===== config.mk =====
export PLATFORM = sky130hd
export DESIGN_NAME = muldiv_unit
export DESIGN_NICKNAME = d
export VERILOG_FILES = /design/src/rtl/muldiv_unit.sv
export SDC_FILE = /design/constraint.sdc
export NUM_CORES = 1
export LEC_CHECK = 0
export CELL_PAD_IN_SITES_DETAIL_PLACEMENT = 0
export CELL_PAD_IN_SITES_GLOBAL_PLACEMENT = 1
export CORE_AREA = 2 2 237 239
export DETAILED_ROUTE_END_ITERATION = 7
export DIE_AREA = 0 0 239 241
export GPL_ROUTABILITY_DRIVEN = 0
export HOLD_SLACK_MARGIN = 0.1
export PLACE_DENSITY = 0.73
export SYNTH_ARGS = -nofsm -noshare
export SYNTH_HDL_FRONTEND = slang
export SYNTH_SLANG_ARGS = --single-unit

===== constraint.sdc =====
create_clock -name clk -period 6.4 [get_ports clk]
set_clock_uncertainty 0.1 [all_clocks]
set_input_delay 1.28 -clock clk [delete_from_list [all_inputs] [get_ports clk]]
set_output_delay 1.28 -clock clk [all_outputs]
set_load 0.02 [all_outputs]

===== src/rtl/muldiv_unit.sv =====
// Purpose: iterative 32x32 multiply (shift-add) and divide (restoring) unit with HI/LO result registers.
// Latency: md_start accepted at edge N gives done=1 in the cycle after edge N+32 (33 cycles), for every op.
// Backpressure: busy=1 for the 32 RUN cycles; md_start, mthi and mtlo are ignored while busy is high.
module muldiv_unit (
    input  logic        clk,
    input  logic        rst_n,
    input  logic [31:0] srcA,
    input  logic [31:0] srcB,
    input  logic        md_start,
    input  logic [1:0]  md_op,
    input  logic        mthi,
    input  logic        mtlo,
    output logic        busy,
    output logic        done,
    output logic        div_by_zero,
    output logic [31:0] hi,
    output logic [31:0] lo
);

    typedef enum logic [1:0] {
        S_IDLE = 2'd0,
        S_RUN  = 2'd1,
        S_DONE = 2'd2
    } state_t;

    // Architectural and control state
    state_t      state_q, state_d;
    logic [4:0]  cnt_q, cnt_d;
    logic        busy_q, busy_d;
    logic        done_q, done_d;
    logic        dbz_q, dbz_d;
    logic [31:0] hi_q, hi_d;
    logic [31:0] lo_q, lo_d;

    // Latched operation: op class, raw dividend, operand signs
    logic        is_div_q, is_div_d;
    logic [31:0] srca_q, srca_d;
    logic        neg_a_q, neg_a_d;
    logic        neg_b_q, neg_b_d;

    // Working registers. Multiply: whi:wlo is the running product/multiplier,
    // mcand is |multiplicand|. Divide: whi is the partial remainder, wlo holds
    // the dividend bits being shifted out and quotient bits shifted in,
    // mcand is |divisor|.
    logic [31:0] mcand_q, mcand_d;
    logic [31:0] whi_q, whi_d;
    logic [31:0] wlo_q, wlo_d;

    // Iteration datapath
    logic        start_acc;
    logic        op_signed;
    logic [31:0] abs_a;
    logic [31:0] abs_b;
    logic [32:0] m_sum;
    logic [31:0] m_hi;
    logic [31:0] m_lo;
    logic [32:0] d_shift;
    logic        d_ge;
    logic [31:0] d_diff;
    logic [31:0] d_hi;
    logic [31:0] d_lo;
    logic [63:0] prod;
    logic [31:0] quot;
    logic [31:0] rem;
    logic        res_neg;

    assign busy        = busy_q;
    assign done        = done_q;
    assign div_by_zero = dbz_q;
    assign hi          = hi_q;
    assign lo          = lo_q;

    // One shift-add / shift-subtract step on the working registers, plus sign fix-up of the final step
    always_comb begin
        start_acc = md_start & ~busy_q;
        op_signed = ~md_op[0];
        abs_a     = (op_signed && srcA[31]) ? (~srcA + 32'd1) : srcA;
        abs_b     = (op_signed && srcB[31]) ? (~srcB + 32'd1) : srcB;

        // Multiply: add multiplicand when the current multiplier bit is set, then shift right
        m_sum = {1'b0, whi_q} + (wlo_q[0] ? {1'b0, mcand_q} : 33'd0);
        m_hi  = m_sum[32:1];
        m_lo  = {m_sum[0], wlo_q[31:1]};

        // Divide: shift next dividend bit into the remainder, subtract the divisor if it fits.
        // When it fits, the difference is below the divisor so 32 bits of it are exact.
        d_shift = {whi_q, wlo_q[31]};
        d_ge    = (d_shift >= {1'b0, mcand_q});
        d_diff  = d_shift[31:0] - mcand_q;
        d_hi    = d_ge ? d_diff : d_shift[31:0];
        d_lo    = {wlo_q[30:0], d_ge};

        // Magnitude results are negated when operand signs differ; remainder follows the dividend
        res_neg = neg_a_q ^ neg_b_q;
        prod    = res_neg ? (~{m_hi, m_lo} + 64'd1) : {m_hi, m_lo};
        quot    = res_neg ? (~d_lo + 32'd1) : d_lo;
        rem     = neg_a_q ? (~d_hi + 32'd1) : d_hi;
    end

    // Next-state logic for the IDLE/RUN/DONE sequencer, operand latch and HI/LO writes
    always_comb begin
        state_d  = state_q;
        cnt_d    = cnt_q;
        busy_d   = busy_q;
        done_d   = 1'b0;
        dbz_d    = 1'b0;
        hi_d     = hi_q;
        lo_d     = lo_q;
        is_div_d = is_div_q;
        srca_d   = srca_q;
        neg_a_d  = neg_a_q;
        neg_b_d  = neg_b_q;
        mcand_d  = mcand_q;
        whi_d    = whi_q;
        wlo_d    = wlo_q;

        case (state_q)
            S_IDLE, S_DONE: begin
                if (start_acc) begin
                    // Start wins over mthi/mtlo in the same cycle
                    state_d  = S_RUN;
                    busy_d   = 1'b1;
                    cnt_d    = 5'd0;
                    is_div_d = md_op[1];
                    srca_d   = srcA;
                    neg_a_d  = op_signed & srcA[31];
                    neg_b_d  = op_signed & srcB[31];
                    whi_d    = 32'd0;
                    mcand_d  = md_op[1] ? abs_b : abs_a;
                    wlo_d    = md_op[1] ? abs_a : abs_b;
                end else begin
                    state_d = S_IDLE;
                    busy_d  = 1'b0;
                    if (mthi) hi_d = srcA;
                    if (mtlo) lo_d = srcA;
                end
            end
            S_RUN: begin
                cnt_d = cnt_q + 5'd1;
                whi_d = is_div_q ? d_hi : m_hi;
                wlo_d = is_div_q ? d_lo : m_lo;
                if (cnt_q == 5'd31) begin
                    state_d = S_DONE;
                    busy_d  = 1'b0;
                    done_d  = 1'b1;
                    if (!is_div_q) begin
                        hi_d = prod[63:32];
                        lo_d = prod[31:0];
                    end else if (mcand_q == 32'd0) begin
                        // Divide by zero: all-ones quotient, dividend passed through as remainder
                        hi_d  = srca_q;
                        lo_d  = 32'hFFFF_FFFF;
                        dbz_d = 1'b1;
                    end else begin
                        hi_d = rem;
                        lo_d = quot;
                    end
                end
            end
            default: begin
                state_d = S_IDLE;
                busy_d  = 1'b0;
            end
        endcase
    end

    // All state registers; reset aborts any operation and clears HI/LO
    always_ff @(posedge clk or negedge rst_n) begin
        if (!rst_n) begin
            state_q  <= S_IDLE;
            cnt_q    <= 5'd0;
            busy_q   <= 1'b0;
            done_q   <= 1'b0;
            dbz_q    <= 1'b0;
            hi_q     <= 32'd0;
            lo_q     <= 32'd0;
            is_div_q <= 1'b0;
            srca_q   <= 32'd0;
            neg_a_q  <= 1'b0;
            neg_b_q  <= 1'b0;
            mcand_q  <= 32'd0;
            whi_q    <= 32'd0;
            wlo_q    <= 32'd0;
        end else begin
            state_q  <= state_d;
            cnt_q    <= cnt_d;
            busy_q   <= busy_d;
            done_q   <= done_d;
            dbz_q    <= dbz_d;
            hi_q     <= hi_d;
            lo_q     <= lo_d;
            is_div_q <= is_div_d;
            srca_q   <= srca_d;
            neg_a_q  <= neg_a_d;
            neg_b_q  <= neg_b_d;
            mcand_q  <= mcand_d;
            whi_q    <= whi_d;
            wlo_q    <= wlo_d;
        end
    end

endmodule


---- Yosys cells after proc, flatten, opt, wreduce, memory -nomap -nowiden ----
Index checks and enable logic that the tools add are counted.
storage, ports and cells
  register bits after elaboration ......... 205
  latch bits .............................. 0
  bits in writable memories ............... 0
  ROM bits ................................ 0
  logic and storage cells ................. 93
  memories ................................ 0
cells by class
  $add $sub $neg .......................... 8
  multipliers ............................. 0
  divide/modulo/power cells ............... 0
  $lt $le $gt $ge ......................... 1
  equality and inequality tests ........... 8
  shifts and indexed selects .............. 0
  multiplexer cells ....................... 41
  bitwise operators ....................... 11
  reductions and logical operators ........ 10
operator list
  kind                                                  number
  2-to-1 mux 32 bit                                     22
  one-hot mux 32 bit (2 select lines)                   4
  adder 32 x 1 -> 32 bit (second input constant)        4
  NOT 32 bit                                            4
  adder 64 x 1 -> 64 bit (second input constant)        1
  2-to-1 mux 64 bit                                     1
  NOT 64 bit                                            1
  adder 32 x 32 -> 33 bit                               1
  greater-or-equal comparator 33 x 32 -> 1 bit          1
  zero test 32 bit                                      1
  subtractor 32 bit                                     1
  inequality test 2 bit (second input constant)         5
  one-hot mux 5 bit (2 select lines)                    1
  2-to-1 mux 1 bit                                      9
  AND reduction 4 bit                                   2
  adder 5 x 1 -> 5 bit (second input constant)          1
  equality test 5 bit (second input constant)           1
  2-to-1 mux 5 bit                                      1
  one-hot mux 2 bit (2 select lines)                    1
  AND reduction 2 bit                                   2
  AND 1 bit                                             3
  equality test 2 x 1 -> 1 bit (second input constant)  1
  equality test 2 bit (second input constant)           1
  logical AND 1 bit                                     2
  other kinds (7)                                       8

---- Longest topological paths before layout ----
  depth after elaboration ................. 9
  depth in mapped cells ................... 25
  gate-level depth less buffers ........... 20

---- Worst setup path before layout ----
OpenSTA, ideal clock, no wires.
  path kind ............................... flip-flop to flip-flop
  from .................................... register whi_q[23]
  to ...................................... register hi_q[24], in the netlist hi[24]
  library setup time ...................... 0.069 ns
  arrival time ............................ 4.863 ns
  slack ................................... 1.367 ns
  cell stages (with the launch flop) ...... 25
  path through ............................ dfrtp_1 -> ha_1 -> buf_2 -> nand4_2 -> nor4_2 -> nand3_1 -> o221ai_2 -> or2_1 -> buf_6 -> buf_2 -> buf_2 -> buf_2 -> nand2_1 -> o21ai_0 -> ha_1 -> nand2_1 -> or3_1 -> nor4_1 -> a41oi_1 -> nor2_1 -> o211a_1 -> a21oi_1 -> a2111oi_0 -> o221ai_1 -> nand3_1
between the ends
  cells in the longest elaborated chain, start to end .. 9
RTL lines
  what                                                                               RTL line  source
  start: declaration                                                                 46        logic [31:0] whi_q, whi_d;
  start signal: assignment                                                           197       whi_q <= whi_d;
  subtractor 32 bit or greater-or-equal comparator 33 x 32 -> 1 bit (tied branches)  89, 88
  2-to-1 mux 32 bit                                                                  90        d_hi = d_ge ? d_diff : d_shift[31:0];
  NOT 32 bit                                                                         97        rem = neg_a_q ? (~d_hi + 32'd1) : d_hi;
  adder 32 x 1 -> 32 bit                                                             97
  2-to-1 mux 32 bit                                                                  97
  2-to-1 mux 32 bit                                                                  149       end else if (mcand_q == 32'd0) begin
  2-to-1 mux 32 bit (*)                                                              146       if (!is_div_q) begin
  2-to-1 mux 32 bit (*)                                                              142       if (cnt_q == 5'd31) begin
  one-hot mux 32 bit (2 select lines) (*)                                            117       case (state_q)
  end signal: assignment                                                             190       hi_q <= hi_d;
  end: declaration                                                                   32        logic [31:0] hi_q, hi_d;
Mark *: on every way between the ends. The rest lies on a longest branch, timed or not. The select of a mux whose other input is x is not followed.
A chain may end at the register's enable or synchronous reset.

---- Worst setup path after layout ----
  from .................................... register whi_q[17]
  to ...................................... register hi_q[24], in the netlist hi[24]
The elaborated chain is that of the path after synthesis.

==> parameters.txt <==
Parameter                              Value

Drt
  Vias post-DR    20100
  First-iteration detailed-routing DRC count    2017
  Count of antenna-violating nets left after detailed routing    0
  Routed wirelength normalized by instance count    24.1 um
  Iteration count of the initial detailed-routing pass    5
  Per-cell via count in the routed design    6.03
  Detailed Route WL    80100 um
  Number of DRC violations after detailed routing    0

Synthesis
  Number of nets in the synthesized netlist    2725
  Post-synthesis cell area    19100 sq um
  Synth unique cells    98
  Warning count from the yosys run    0
  Most common flop cell mapped by yosys    sky130_fd_sc_hd__dfrtp_1
  Average cell area after synthesis    7.42 sq um
  Total of flip-flops plus latches after synthesis    204
  Share of flip-flops with an asynchronous set or reset after synthesis    between 90% and 100%
  Number of enable-type register cells in the synthesized netlist    0
  Number of standard cells after synthesis    around 2600
  Sequential area share after synthesis    a little over a quarter

Cells and area
  Area growth syn-to-layout    14.4%
  Register Area    5110 sq um
  FILL cells    5677
  Fraction of layout instances using a drive strength above 1    6.27%
  Post-layout instance count excluding filler cells    3323
  Multi-input combinational cell area    13000 sq um
  Number of nets in the layout    2745

Global route
  Via count of the first global-routing pass    18500
  Global-route wire length before repair    ~120000 um
  Initial antenna violation count    3
  Total global routing track utilization    26.9%
  Largest net degree at the start of global routing    around 110
  Overall overflow remaining after global route    0

Setup path
  Crit path DAT    5.91 ns
  Internal reg-to-reg setup slack    around 0.87 ns
  Critical register-to-register path endpoint    hi[24]
  Worst path required time    6.79 ns
  Start point of the critical path    whi_q[17]
  FF-to-FF path depth    20
  Critical path class    reg2reg
  Endpoint of the most critical setup path    hi[24]
  Sort of element at the start of the critical path    register
  CP Max Fanout    11
  Worst flop-to-flop path startpoint    whi_q[17]
  Worst Setup End Kind    register

Clock network
  Worst-case clock buffer depth    3
  Clock transition at the registers of the reported paths    0.06 ns
  Number of gates resized after cts    0
  Insertion delay to the later sink of the worst-skew pair    0.57 ns
  TritonCTS clock tree    yes
  Count of H-tree levels built during CTS    1
  Postcts setup bufs    0
  Clock Tree Root    sky130_fd_sc_hd__clkbuf_16
  Hold_buf cts    0
  Number of CTS-inserted buffers    25
  Sinks on Clock Net    slightly above 200

Hold path
  Startpoint of the lowest-slack hold path    srca_q[17]
  Worst hold-check path type    reg2reg

STA
  Final setup TNS    0 ns
  Final hold violation count    0
  Time the worst path needs with I/O delays and setup    ~5.5 ns
  Relative slew margins    4.68%
  Total count of max-transition violations in the final report    0
  Final number of setup-violating endpoints    0
  Actual slew at the worst max-slew pin    1.42 ns
  Share of the clock period used by the worst path    86.4%
  Setup repair after global routing missed its margin    no
  Maximum clock frequency    about 0.18 GHz

Floorplanning
  IO Count    138
  Core Area    54900 sq um
  Horizontal extent of the die    239 um
  Floorplan die area    57600 sq um
  Number of cell rows    86
  Die Ht    ~240 um
  Initial cell density of the core    a little over a third

Run status
  Status    finished, final reports clean

Run
  Number of max-cap violations    0

Placed design
  PortBufs    approximately 140
  DP Cell Count    about 3300
  Detailed-placement wirelength estimate    61100 um
==> cell type report <==
class                      instances  share of cell area, %
antenna                            2                 0.0229
clock buffer                      35                   3.30
clock inverter                     8                  0.588
inverter                          77                   1.32
multi-input combinational       2107                   59.4
sequential                       204                   23.3
tap                              704                   4.02
timing repair buffer             186                   8.00
==> cells in the mapped netlist, drive strengths merged, types with 43 or more instances <==
cell type | n | share of area (%)
nand2 | 368 | 7.2
nor2 | 273 | 5.4
a21oi | 270 | 7.2
o21ai | 227 | 5.9
dfrtp | 204 | 27
clkbuf | 149 | 2.9
xnor2 | 111 | 5.1
xor2 | 107 | 4.9
inv | 75 | 1.5
ha | 71 | 4.6
nor3 | 68 | 1.9
a31oi | 51 | 1.7
mux2i | 47 | 2.5
buf | 43 | 1.2
==> kinds of logic (layout without fill, tap and decap cells) <==
group                      after synthesis  count (layout)  share of synthesized area [%]
DFF                                    204             204                           26.7
and+or+nand+nor                        921             921                           22.2
muxes                                   76              76                           4.22
other                                    0               2                              0
xor gates and xnor gates               218             218                           9.98
AOI/OAI and AO/OA                      819             819                           26.4
buffers and inverters                  270             306                           5.67
adders and majority gates               73              73                           4.85
==> registers in the layout, indices dropped and copies added, names as in the netlist <==
name,count
whi_q,32
neg_a_q,1
div_by_zero,1
neg_b_q,1
state_q,2
done,1
wlo_q,32
mcand_q,32
cnt_q,5
srca_q,32
hi,32
is_div_q,1
lo,32
==> critical path: stages (launching register included) <==
cell	delay, ns
sky130_fd_sc_hd__dfrtp_1	0.44
sky130_fd_sc_hd__ha_1	0.49
sky130_fd_sc_hd__a21oi_1	0.13
sky130_fd_sc_hd__o21ai_1	0.28
sky130_fd_sc_hd__a211oi_1	0.13
sky130_fd_sc_hd__o31ai_1	0.53
sky130_fd_sc_hd__or2_2	0.32
sky130_fd_sc_hd__inv_2	0.06
sky130_fd_sc_hd__mux2i_1	0.27
sky130_fd_sc_hd__ha_1	0.33
sky130_fd_sc_hd__nand2_1	0.09
sky130_fd_sc_hd__or3_1	0.31
sky130_fd_sc_hd__nor4_1	0.27
sky130_fd_sc_hd__buf_4	0.21
sky130_fd_sc_hd__a41oi_1	0.17
sky130_fd_sc_hd__nor2_1	0.27
sky130_fd_sc_hd__o211a_1	0.27
sky130_fd_sc_hd__a21oi_1	0.09
sky130_fd_sc_hd__a2111oi_0	0.40
sky130_fd_sc_hd__o221ai_1	0.18
sky130_fd_sc_hd__nand3_1	0.12
==> cells in the final DEF, fill, tap and decap left out, types with 7 or more instances in the layout <==
cell	netlist	routed
sky130_fd_sc_hd__a21o_1	13	13
sky130_fd_sc_hd__xnor2_1	111	110
sky130_fd_sc_hd__nand4_1	24	24
sky130_fd_sc_hd__ha_1	71	71
sky130_fd_sc_hd__clkdlybuf4s50_1	0	135
sky130_fd_sc_hd__nor3_1	66	65
sky130_fd_sc_hd__a41oi_1	10	10
sky130_fd_sc_hd__a31oi_1	51	51
sky130_fd_sc_hd__buf_4	0	49
sky130_fd_sc_hd__inv_1	74	74
sky130_fd_sc_hd__nor2b_1	11	9
sky130_fd_sc_hd__a211oi_1	23	23
sky130_fd_sc_hd__o31ai_1	19	19
sky130_fd_sc_hd__nand2_1	367	367
sky130_fd_sc_hd__and2_1	12	12
sky130_fd_sc_hd__dfrtp_1	204	203
sky130_fd_sc_hd__nand3_1	33	33
sky130_fd_sc_hd__nor2_1	272	270
sky130_fd_sc_hd__a22o_1	14	14
sky130_fd_sc_hd__or3_1	20	20
sky130_fd_sc_hd__nand2b_1	14	12
sky130_fd_sc_hd__o221ai_1	35	35
sky130_fd_sc_hd__o21ai_1	14	13
sky130_fd_sc_hd__and3_1	13	13
sky130_fd_sc_hd__clkbuf_16	0	25
sky130_fd_sc_hd__o22ai_1	31	31
sky130_fd_sc_hd__mux2_2	28	28
sky130_fd_sc_hd__mux2i_1	47	47
sky130_fd_sc_hd__a21oi_1	268	267
sky130_fd_sc_hd__nor4_1	29	29
sky130_fd_sc_hd__o41ai_1	7	7
sky130_fd_sc_hd__o21ai_0	213	213
sky130_fd_sc_hd__o21a_1	17	17
sky130_fd_sc_hd__xor2_1	107	107
sky130_fd_sc_hd__o211ai_1	39	39
sky130_fd_sc_hd__or4_1	14	14
sky130_fd_sc_hd__clkbuf_8	0	7
==> per-stage QoR <==
| step | hold slack (ns) | worst slack [ns] | util (%) | area, sq um |
|---|---|---|---|---|
| floorplan | 0.340 | 1.37 | - | 19100 |
| global route | 0.389 | 0.532 | 39.9 | 21900 |
| finish | 0.375 | 0.873 | 39.9 | 21900 |
| global placement | 0.355 | 1.23 | 38.3 | 21000 |
| detailed placement | 0.362 | 1.07 | 38.3 | 21000 |
| CTS | 0.377 | 1.03 | 39.9 | 21900 |
==> routing by layer <==
layer / wire, um / part of all wire (%) / up-vias / track usage [%]
met5: 30 / 0.037 / - / 0
met1: 33800 / 42 / 9719 / 35.2
met3: 5760 / 7.2 / 186 / 4.87
met2: 36700 / 46 / 834 / 43.5
met4: 3840 / 4.8 / 4 / 11.4
li1: - / - / 9311 / -
==> worst min path at each step <==
stage / slack [ns] / cells past startpoint / endpoint
detailed placement: 0.36 / 2 / srca_q[17]
global route: 0.39 / 2 / srca_q[2]
global placement: 0.35 / 2 / srca_q[21]
CTS: 0.38 / 2 / srca_q[17]
floorplan: 0.34 / 2 / srca_q[17]
finish: 0.38 / 2 / srca_q[17]
Power is not shown: default switching activity piles up to over one toggle a cycle in this logic, so the estimate is an artifact.
